[config.mk]
export PLATFORM = sky130hd
export DESIGN_NAME = mmio_vga_fill_arbiter
export DESIGN_NICKNAME = d
export VERILOG_FILES = /design/src/rtl/mmio_vga_fill_arbiter.sv
export SDC_FILE = /design/constraint.sdc
export NUM_CORES = 1
export LEC_CHECK = 0
export CORE_MARGIN = 3
export CORE_UTILIZATION = 29
export CTS_CLUSTER_DIAMETER = 40
export DETAILED_ROUTE_END_ITERATION = 10
export PLACE_DENSITY = 0.83
export SLEW_MARGIN = 15
export SYNTH_ARGS = -nofsm -noshare
export SYNTH_HDL_FRONTEND = slang
export SYNTH_SLANG_ARGS = --single-unit
[constraint.sdc]
create_clock -name clk -period 2.65 [get_ports clk]
set_clock_uncertainty 0.1 [all_clocks]
set_input_delay 0.53 -clock clk [delete_from_list [all_inputs] [get_ports clk]]
set_output_delay 0.53 -clock clk [all_outputs]
set_load 0.005 [all_outputs]
[src/rtl/mmio_vga_fill_arbiter.sv]
// Shares the MMIO address/write-data port between the CPU and a VGA text-buffer fill engine.
// Define VGA_FILL_COLOR_EN to also fill the colour plane after the character plane.
module mmio_vga_fill_arbiter #(
  parameter int          CELLS      = 3072,
  parameter logic [31:0] CHAR_BASE  = 32'hFFFF_E000,
  parameter logic [31:0] COLOR_BASE = 32'hFFFF_D000,
  parameter logic [31:0] CTRL_ADDR  = 32'hFFFF_FF34,
  parameter logic [31:0] STAT_ADDR  = 32'hFFFF_FF38
) (
  input  logic        clk,
  input  logic        reset,
  input  logic        CpuAccess,
  input  logic [31:0] CpuAddress,
  input  logic [31:0] CpuWriteData,
  input  logic        CpuWrite,
  output logic [31:0] Address,
  output logic [31:0] WriteData,
  output logic [31:0] StatusData,
  output logic        Busy,
  output logic        Done
);

  localparam logic [1:0] IDLE       = 2'd0;
  localparam logic [1:0] FILL_CHAR  = 2'd1;
`ifdef VGA_FILL_COLOR_EN
  localparam logic [1:0] FILL_COLOR = 2'd2;
`endif
  localparam logic [1:0] FINISH     = 2'd3;

  localparam logic [11:0] LAST_CELL = 12'(CELLS - 1);

  logic [1:0]  state_q, state_d;
  logic [11:0] count_q, count_d;
  logic [7:0]  fillChar_q, fillChar_d;
`ifdef VGA_FILL_COLOR_EN
  logic [7:0]  fillColor_q, fillColor_d;
`endif

  logic ctrlWrite;
  assign ctrlWrite = CpuAccess && CpuWrite && (CpuAddress == CTRL_ADDR);

  assign Busy       = (state_q != IDLE);
  assign Done       = (state_q == FINISH);
  assign StatusData = (CpuAddress == STAT_ADDR) ? {19'b0, count_q, Busy} : 32'h0;

  // The fill only advances in cycles the CPU leaves the port free; CTRL writes while busy are ignored.
  always_comb begin
    state_d    = state_q;
    count_d    = count_q;
    fillChar_d = fillChar_q;
`ifdef VGA_FILL_COLOR_EN
    fillColor_d = fillColor_q;
`endif
    case (state_q)
      IDLE: begin
        if (ctrlWrite) begin
          state_d    = FILL_CHAR;
          count_d    = 12'd0;
          fillChar_d = CpuWriteData[7:0];
`ifdef VGA_FILL_COLOR_EN
          fillColor_d = CpuWriteData[15:8];
`endif
        end
      end
      FILL_CHAR: begin
        if (!CpuAccess) begin
          if (count_q == LAST_CELL) begin
            count_d = 12'd0;
`ifdef VGA_FILL_COLOR_EN
            state_d = FILL_COLOR;
`else
            state_d = FINISH;
`endif
          end else begin
            count_d = count_q + 12'd1;
          end
        end
      end
`ifdef VGA_FILL_COLOR_EN
      FILL_COLOR: begin
        if (!CpuAccess) begin
          if (count_q == LAST_CELL) begin
            count_d = 12'd0;
            state_d = FINISH;
          end else begin
            count_d = count_q + 12'd1;
          end
        end
      end
`endif
      FINISH:  state_d = IDLE;
      default: state_d = IDLE;
    endcase
  end

  always_ff @(posedge clk) begin
    if (!reset) begin
      state_q    <= IDLE;
      count_q    <= 12'd0;
      fillChar_q <= 8'd0;
`ifdef VGA_FILL_COLOR_EN
      fillColor_q <= 8'd0;
`endif
    end else begin
      state_q    <= state_d;
      count_q    <= count_d;
      fillChar_q <= fillChar_d;
`ifdef VGA_FILL_COLOR_EN
      fillColor_q <= fillColor_d;
`endif
    end
  end

  // The CPU always owns the port when it needs it; an idle port drives address 0, which decodes to nothing.
  always_comb begin
    Address   = 32'h0;
    WriteData = 32'h0;
    if (CpuAccess) begin
      Address   = CpuAddress;
      WriteData = CpuWriteData;
    end else if (state_q == FILL_CHAR) begin
      Address   = CHAR_BASE + {20'b0, count_q};
      WriteData = {24'b0, fillChar_q};
    end
`ifdef VGA_FILL_COLOR_EN
    else if (state_q == FILL_COLOR) begin
      Address   = COLOR_BASE + {20'b0, count_q};
      WriteData = {24'b0, fillColor_q};
    end
`endif
  end

endmodule

### Yosys cells after proc, flatten, opt, wreduce, memory -nomap -nowiden

Index checks and enable logic that the tools add are counted.

| storage, ports and cells | value |
|---|---|
| register bits after elaboration | 22 |
| input bits | 68 |
| output and inout bits | 98 |
| logic and storage cells | 34 |

| operators by class | value |
|---|---|
| add/sub/neg operators | 2 |
| eq/ne operators | 8 |
| mux-type cells | 13 |
| reductions and logical operators | 8 |

Operators by type and width:

| cell | number |
|---|---|
| 32-bit 2-to-1 mux | 3 |
| 32-bit == test, second input constant | 2 |
| 12-bit 2-to-1 mux | 3 |
| 12-bit one-hot mux with 2 select lines | 1 |
| 14-bit by 13-bit adder with 15-bit output, first input constant | 1 |
| 13-bit 2-to-1 mux | 1 |
| 12-bit by 1-bit adder with 12-bit output, second input constant | 1 |
| 12-bit == test, second input constant | 1 |
| 8-bit 2-to-1 mux | 1 |
| 2-bit 2-to-1 mux | 3 |
| 2-bit != test, second input constant | 3 |
| 3-bit AND reduction | 2 |
| 2-bit one-hot mux with 2 select lines | 1 |
| 2-bit nonzero test | 2 |
| 2-bit by 1-bit == test with 1-bit output, second input constant | 1 |
| 2-bit == test, second input constant | 1 |
| 1-bit logical AND | 2 |
| 2-bit zero test | 1 |
| 2-bit AND reduction | 1 |

### Depth between registers and ports, before layout

Gate-level depths: netlist of the first run.

| depth | value |
|---|---|
| depth after elaboration | 4 |
| depth in mapped cells | 6 |
| mapped depth without buffers | 6 |

### Worst setup path after synthesis of the first run

Ideal clock, no wire load.

| path | value |
|---|---|
| path kind | in2out |
| start | input CpuAddress[1] |
| end | output StatusData[0] |
| data arrival time | 2.002 ns |
| data required time | 2.020 ns |
| slack | 0.018 ns |
| cell stages on the path | 5 |
| path buffers | 1 |
| cells stage by stage | or4b_4 -> nor4_4 -> and4b_1 -> clkbuf_1 -> and2_1 |

| on the way | value |
|---|---|
| cells in the longest elaborated chain, start to end | 2 |

Ends and longest elaborated chain:

| item | RTL line | source |
|---|---|---|
| start, declared | 13 | `input logic [31:0] CpuAddress,` |
| 32-bit == test | 44 | `assign StatusData = (CpuAddress == STAT_ADDR) ? {19'b0, count_q, Busy} : 32'h0;` |
| 13-bit 2-to-1 mux | 44 |  |
| end, declared | 18 | `output logic [31:0] StatusData,` |

Every way passes these cells.

### Worst setup path in the final report of the first run

| path | value |
|---|---|
| start | input CpuAddress[7] |
| end | output StatusData[9] |

Same word-level chain as after synthesis.

==> summary.txt, run 1 <==
Status
  – Status: finished, violations left
  – Failing checks: negative setup slack

STA
  – RSZ-0062 raised after global routing: true
  – # setup viols final: 1
  – Worst slew pin tran: roughly 590 ps
  – Max Clk Rate: approximately 0.37 GHz
  – Tmin final: roughly 2700 ps
  – Max-slew violation count: 0
  – Worst rel slew slack: slightly above 60%
  – Final Hold Viols: 0
  – Setup WS post-layout: -51.6 ps
  – Setup TNS: -51.6 ps
  – Fin crit share: 102%

Setup path
  – Type of origin of the critical path: input port
  – Worst EP required: 2020 ps
  – Crit path DAT: 2070 ps
  – CP Class: in2out
  – Critical Path Fanout Max: 6
  – CP endpoint kind: primary output

Floorplanning
  – Die Span X: ~88 microns
  – Num ports: 166
  – Initial core utilization: between 30 and 40%
  – Core box area: 6460 sq um
  – Die Footprint: between 7000 and 8000 sq um
  – Die height: just under 90 microns
  – FP Rows: 29

Placed design
  – Cell Count Post-Placement: between 500 and 600
  – DPL Wire Length: ~6.3 mm
  – Placed Area: around 3500 sq um
  – IO buf count: ~150
  – GP Congestion: between 0.8 and 0.9

Finish
  – Nets@finish: approximately 530
  – Antenna Cells: 0
  – Fin cells: ~530
  – Layout cell share with drive strength beyond 1: a little over an eighth
  – Layout area overhead: 82.2%
  – Design Area, Final: roughly 3600 sq um
  – Fillcell total: around 650

Power and ir drop
  – P_leak: between 1.5 and 2 nW
  – Peak VDD IR: between 0.2 and 0.25 mV
  – Tot Pwr: between 800 and 900 uW
  – P per Cell Area: ~240 nW/um^2

Global routing
  – Total track usage: between 15 and 20%
  – Antenna violations before repair: 0
  – First-pass GRT wire length: between 10 and 15 mm
  – Vias in the first global route: between 2000 and 2500
  – Largest net degree at the start of global routing: 44
  – Grt total ovfl: 0

Yosys
  – Seq/Total Area, Yosys: about 22%
  – Syn. warnings: 0
  – #FFs+latches synth: 22
  – Syn Std Cell Area: approximately 2000 sq um
  – Yosys cell types: 34
  – Avg Cell Area, Syn: between 6 and 7 sq um
  – Post-synthesis instance total: between 300 and 400

Drt
  – 1st-iter DRT viols: between 200 and 250
  – DRT Pass-1 Iters: 4
  – Routed Antenna Nets: 0
  – Post-Route WL: 7.81 mm
  – DR vias: between 2000 and 3000
  – DR WL/cell: 14.7 microns
  – DR vias/cell: roughly 4.8
  – Number of remaining DRC errors: 0

Clock tree
  – Worst-path clk slew: roughly 80 ps
  – TritonCTS clock tree: built
  – Clock latency at the later pin of the worst-skew pair: ~260 ps
  – CTS Hold Bufs: 0
  – Max Buffers Root-to-Sink: 2
  – Htree depth: 1
  – Clk sinks: 22
  – CTS root buf: clkbuf_8
  – Cts bufs inserted: 3

Run
  – Max Cap Viol: 0

Min path
  – Hold/Removal Path Class: reg2reg
## what timing repair did
item	in CTS	in global routing
resized for setup	111	8
cloned	1	0
setup buffers	3	0
hold endpoints to repair	0	0
pin swaps	11	0
endpoints found under the setup margin	13	40
## where the power goes
part	leakage (nW)	internal, mW	total (mW)	switching (mW)
Sequential	0.178	0.330	0.330	0.0000000000124
Clock	0.0288	0.132	0.243	0.110
Combinational	1.38	0.188	0.294	0.106
## placed cells by master (no fill, tap or decap), types with 2 or more instances in the layout
cell type | netlist | layout
nand2b_1 | 3 | 3
buf_6 | 0 | 12
and2_4 | 0 | 8
o21ai_0 | 25 | 25
nand2_1 | 93 | 92
nor3_1 | 4 | 4
and4_1 | 2 | 2
buf_12 | 0 | 2
inv_1 | 5 | 5
nand3_1 | 7 | 7
dfxtp_1 | 22 | 21
nand4_1 | 13 | 13
clkdlybuf4s50_1 | 0 | 102
o21ai_1 | 2 | 2
buf_4 | 19 | 16
and2_1 | 40 | 32
mux2i_1 | 8 | 8
nor2_1 | 16 | 16
conb_1 | 1 | 19
buf_2 | 1 | 9
nand4b_1 | 2 | 2
clkbuf_8 | 0 | 4
o221a_1 | 5 | 5
dlygate4sd2_1 | 0 | 26
a31oi_1 | 5 | 5
## worst max-delay path, stage by stage
cell and delay [ps]:
buf_6 90, or4b_4 540, nor4_4 160, and4b_2 310, buf_6 130, buf_6 90, and2_4 130, buf_6 80
## cell usage after synthesis (all sizes together)
cell    instances  area share [%]
o31ai           1            0.38
nand4b          2            0.89
inv             5            0.95
nand3           7             1.8
or2             1            0.32
nand2          93              18
nor2b           1            0.32
ha              1            0.64
and2           40              13
and4b           2             1.0
buf            22             7.9
clkbuf         17             3.3
nand4          14             4.8
nand2b          3            0.95
nor4            3             2.0
a31oi           5             1.6
and3            1            0.32
dfxtp          22              22
o21ai          27             6.9
o221a           5             2.9
conb            1            0.19
mux2i           8             4.1
nor3            4             1.0
and4            2            0.89
or4b            1            0.70
a21oi           1            0.25
nor2           16             3.1
## registers in the layout (all words and copies together), names as in the netlist
name,cells
state_q,2
count_q,12
fillChar_q,8
## stage by stage
step	hold slack, ps	worst slack (ps)	utilization, %
3_5_place_dp	381	-853	54.6
6_report	408	-51.6	55.4
2_1_floorplan	352	17.6	-
5_1_grt	429	-121	55.4
4_1_cts	397	-57.9	55.2
3_3_place_gp	377	-767	54.6
## kinds of logic (layout without fill, tap and decap cells)
family | count (synthesis) | count (layout) | share of synthesized area, %
AO/OA/AOI/OAI | 39 | 39 | 12.0
multiplexers | 8 | 8 | 4.07
flip-flops | 22 | 22 | 22.4
buffers and inverters | 44 | 176 | 12.2
AND/OR/NAND/NOR | 190 | 190 | 48.6
adder cells (fa/ha/maj) | 1 | 1 | 0.636
other | 1 | 19 | 0.191
## final cells by class
cell class	instances	area, sq um	area share, %
Multi-Input combinational cell	257	1380	38.5
Inverter	5	18.8	0.524
Timing Repair Buffer	167	1590	44.4
Sequential cell	22	442	12.3
Clock buffer	4	55.1	1.54
Tap cell	77	96.3	2.69
## metal layers
layer	track usage, %	up-vias	part of all wire [%]
met5	0	-	0
met4	2.34	0	1.0
met3	4.56	9	8.2
met2	36.4	112	51
met1	24.2	1159	39
li1	-	1284	-
## final timing paths
kind                  from            end  slack, ps  cells after the start
min reg2reg     state_q[1]     state_q[0]        410                      1
max reg2reg     count_q[0]     count_q[5]        480                      6
min             state_q[1]     state_q[0]        410                      1
max          CpuAddress[7]  StatusData[9]        -50                      8
(Power assumes the default switching activity.)
==> run 2: changes to the inputs <==
--- a/config.mk
+++ b/config.mk
@@ -5,11 +5,14 @@
 export SDC_FILE = /design/constraint.sdc
 export NUM_CORES = 1
 export LEC_CHECK = 0
+export CELL_PAD_IN_SITES_DETAIL_PLACEMENT = 0
+export CELL_PAD_IN_SITES_GLOBAL_PLACEMENT = 1
 export CORE_MARGIN = 3
-export CORE_UTILIZATION = 29
+export CORE_UTILIZATION = 18
 export CTS_CLUSTER_DIAMETER = 40
 export DETAILED_ROUTE_END_ITERATION = 10
-export PLACE_DENSITY = 0.83
+export PLACE_DENSITY = 0.82
+export SKIP_CTS_REPAIR_TIMING = 1
 export SLEW_MARGIN = 15
 export SYNTH_ARGS = -nofsm -noshare
 export SYNTH_HDL_FRONTEND = slang
==> run 2 against run 1 <==
Compared with the run above:
- the run still ends with negative setup slack left
- fmax is 5.2% lower
- total power up 1.7%
- final area increased by 6.2%
- cell count increased by 14%
- hold slack worse by 4.2 ps
- sequential power barely moved
- via count increased by 2.3%
- routed wire length up 7.3%
- utilization shrank 19 points
- combinational power rose by 3%
- non-clock buffer count increased by 14
- count of clock-buffer cells in the layout did not move
- critical endpoint is now StatusData[12]
- largest cell class unchanged
==> summary.txt, run 2 (synthesis results as in run 1) <==
Finish
  – Fin cells: 605 (+14%)
  – Reg area: 442 sq um (unchanged)
  – Multi-input logic area: 1380 sq um (-0.36%)
  – Reg with most FFs: count_q
  – Nets@finish: 539 (+2.7%)
  – Max reg flops: 12 (unchanged)
  – Antenna Cells: 0 (unchanged)
  – Layout area overhead: 93.4%
  – Final core occ: 36.3% (-19 points)
  – Commonest cells after routing, fill and taps aside: clkdlybuf4s50_1, nand2_1, and2_1
  – Regs by FF count: count_q: 12 flops, fillChar_q: 8 flops, state_q: 2 flops
  – Fillcell total: 1103 (+69%)
  – Most common cell after layout, fill and taps aside: clkdlybuf4s50_1
  – Layout cell share with drive strength beyond 1: 14.7% (+1.5 points)

Status
  – Status: finished, violations left
  – Failing checks: negative setup slack

Setup path
  – Type of origin of the critical path: input port
  – Crit path DAT: 2220 ps (+150 ps)
  – Worst EP required: 2020 ps (about the same)
  – Most frequent CP cell: buf_6
  – Slowest cell on crit path: or4b_4
  – Critical Path Fanout Max: 3 (-3)
  – CP endpoint kind: primary output
  – Crit-path cells: buf_6 -> or4b_4 -> nor4_4 -> and4b_2 -> buf_6 -> buf_6 -> buf_6 -> buf_6 -> and2_4 -> clkbuf_2
  – Worst stage delay on the critical path: 550 ps (about the same)
  – CP Class: in2out

Floorplanning
  – Core box area: 10500 sq um (+62%)
  – Die Span X: 111 microns (+25%)
  – FP Rows: 37 (+28%)
  – Die height: 111 microns (+25%)
  – Initial core utilization: 18.8% (-12 points)
  – Die Footprint: 12200 sq um (+56%)
  – Num ports: 166 (unchanged)

Clock tree
  – Htree depth: 1 (unchanged)
  – Clock latency at the later pin of the worst-skew pair: 270 ps (about the same)
  – Clk sinks: 22 (unchanged)
  – Cts bufs inserted: 3 (unchanged)
  – Max Buffers Root-to-Sink: 2 (unchanged)
  – CTS root buf: clkbuf_8
  – TritonCTS clock tree: built
  – Worst-path clk slew: 80 ps (about the same)

Placed design
  – Dpl ws: -924 ps (-70.8 ps)
  – Cell Count Post-Placement: 587 (+12%)
  – DPL Wire Length: 6.62 mm (+4.8%)
  – GP Congestion: 0.837 (-5.8%)
  – IO buf count: 146 (unchanged)

Drt
  – 1st-iter DRT viols: 104 (-49%)
  – DR vias/cell: 4.33 (-10%)
  – Number of remaining DRC errors: 0 (unchanged)
  – DR WL/cell: 13.8 microns (-5.7%)
  – DR vias: 2622 (+2.3%)
  – DRT Pass-1 Iters: 4 (unchanged)
  – Routed Antenna Nets: 0 (unchanged)
  – Post-Route WL: 8.38 mm (+7.3%)

Global routing
  – Grt total ovfl: 0 (unchanged)
  – Total track usage: 12.6% (-7.2 points)
  – Vias in the first global route: 2493 (+3.4%)
  – First-pass GRT wire length: 13.0 mm (+6.4%)
  – Largest net degree at the start of global routing: 44 (unchanged)
  – Antenna violations before repair: 0 (unchanged)

STA
  – Tmin final: 2850 ps (+147 ps)
  – Max-slew violation count: 0 (unchanged)
  – Max Clk Rate: 0.351 GHz (-5.2%)
  – Worst slew pin tran: 593 ps (+2.72 ps)
  – Worst rel slew slack: 60.3% (-0.18 points)
  – Setup WS post-layout: -199 ps (-147 ps)
  – # setup viols final: 13 (+12)
  – Fin crit share: 108% (+5.6 points)
  – Final Hold Viols: 0 (unchanged)
  – RSZ-0062 raised after global routing: true

Power and ir drop
  – P per Cell Area: 232 nW/um^2 (-4.2%)
  – Net Sw Power: 223 uW (+3.0%)
  – Peak VDD IR: 0.183 mV (-16%)
  – Power Internal: 659 uW (+1.3%)
  – Net Sw Frac: 25.3% (+0.31 points)
  – Comb power frac: 34.5% (+0.6 points)
  – Sequential Power Share: 37.5% (-0.6 points)
  – P_leak: 1.85 nW (+17%)
  – Clock share of power: 28.0% (about the same)

Run
  – Max Cap Viol: 0 (unchanged)

Min path
  – Hold/Removal Path Class: reg2reg
## run 2: cell count changes in the layout (fill, tap and decap cells not counted), sizes merged
cell and change:
dlymetal6s2s +27, dlygate4sd2 -26, buf +3, clkbuf +10
## run 2: routing by layer
layer | wire (microns) | global-route usage [%]
met1 | 3700 | 16.2
met2 | 4100 | 22.1
met3 | 506 | 2.79
met4 | 73 | 1.56
met5 | 0 | 0
## run 2: worst paths after layout
path | depth (start not counted) | slack [ps] | end | start
max reg2reg | 6 | 440 | count_q[3] | count_q[0]
min reg2reg | 2 | 400 | fillChar_q[5] | fillChar_q[5]
max | 10 | -200 | StatusData[12] | CpuAddress[7]
min | 2 | 400 | fillChar_q[5] | fillChar_q[5]
## run 2: through the flow
stage	hold WS (ps)	TNS (ps)	total power, mW	cell area, sq um
CTS	406	-13490	0.897	3650
detailed placement	389	-13990	0.647	3600
global route	443	-1680	0.930	3800
floorplan	352	0	0.435	2030
finish	404	-1260	0.881	3800
global placement	376	-13130	0.647	3600
## run 2: final cells by class
cell class | count | area share, %
clock buffer | 4 | 1.45
inverter | 5 | 0.494
tap | 136 | 4.48
timing repair buffer | 181 | 45.8
multi-input combinational | 257 | 36.2
sequential | 22 | 11.6
## run 2: worst max-delay path: cells and delay by family
kind,cells,cell delay [ps]
buffers and inverters,6,540
AND/OR/NAND/NOR,4,1150
## run 2: power groups by stage
| stage | registers, mW | clock network [mW] | logic (mW) |
|---|---|---|---|
| floorplan | 0.338 | 0 | 0.0967 |
| global placement | 0.338 | 0 | 0.309 |
| detailed placement | 0.338 | 0 | 0.309 |
| CTS | 0.330 | 0.255 | 0.312 |
| global route | 0.330 | 0.271 | 0.329 |
| finish | 0.330 | 0.247 | 0.304 |
==> run 3: changes to the inputs <==
--- a/config.mk
+++ b/config.mk
@@ -5,6 +5,7 @@
 export SDC_FILE = /design/constraint.sdc
 export NUM_CORES = 1
 export LEC_CHECK = 0
+export ABC_CLOCK_PERIOD_IN_PS = 2650
 export CELL_PAD_IN_SITES_DETAIL_PLACEMENT = 0
 export CELL_PAD_IN_SITES_GLOBAL_PLACEMENT = 1
 export CORE_MARGIN = 3
==> results of run 3 <==
The final DEF is identical to that of run 2; final timing and power are the same.
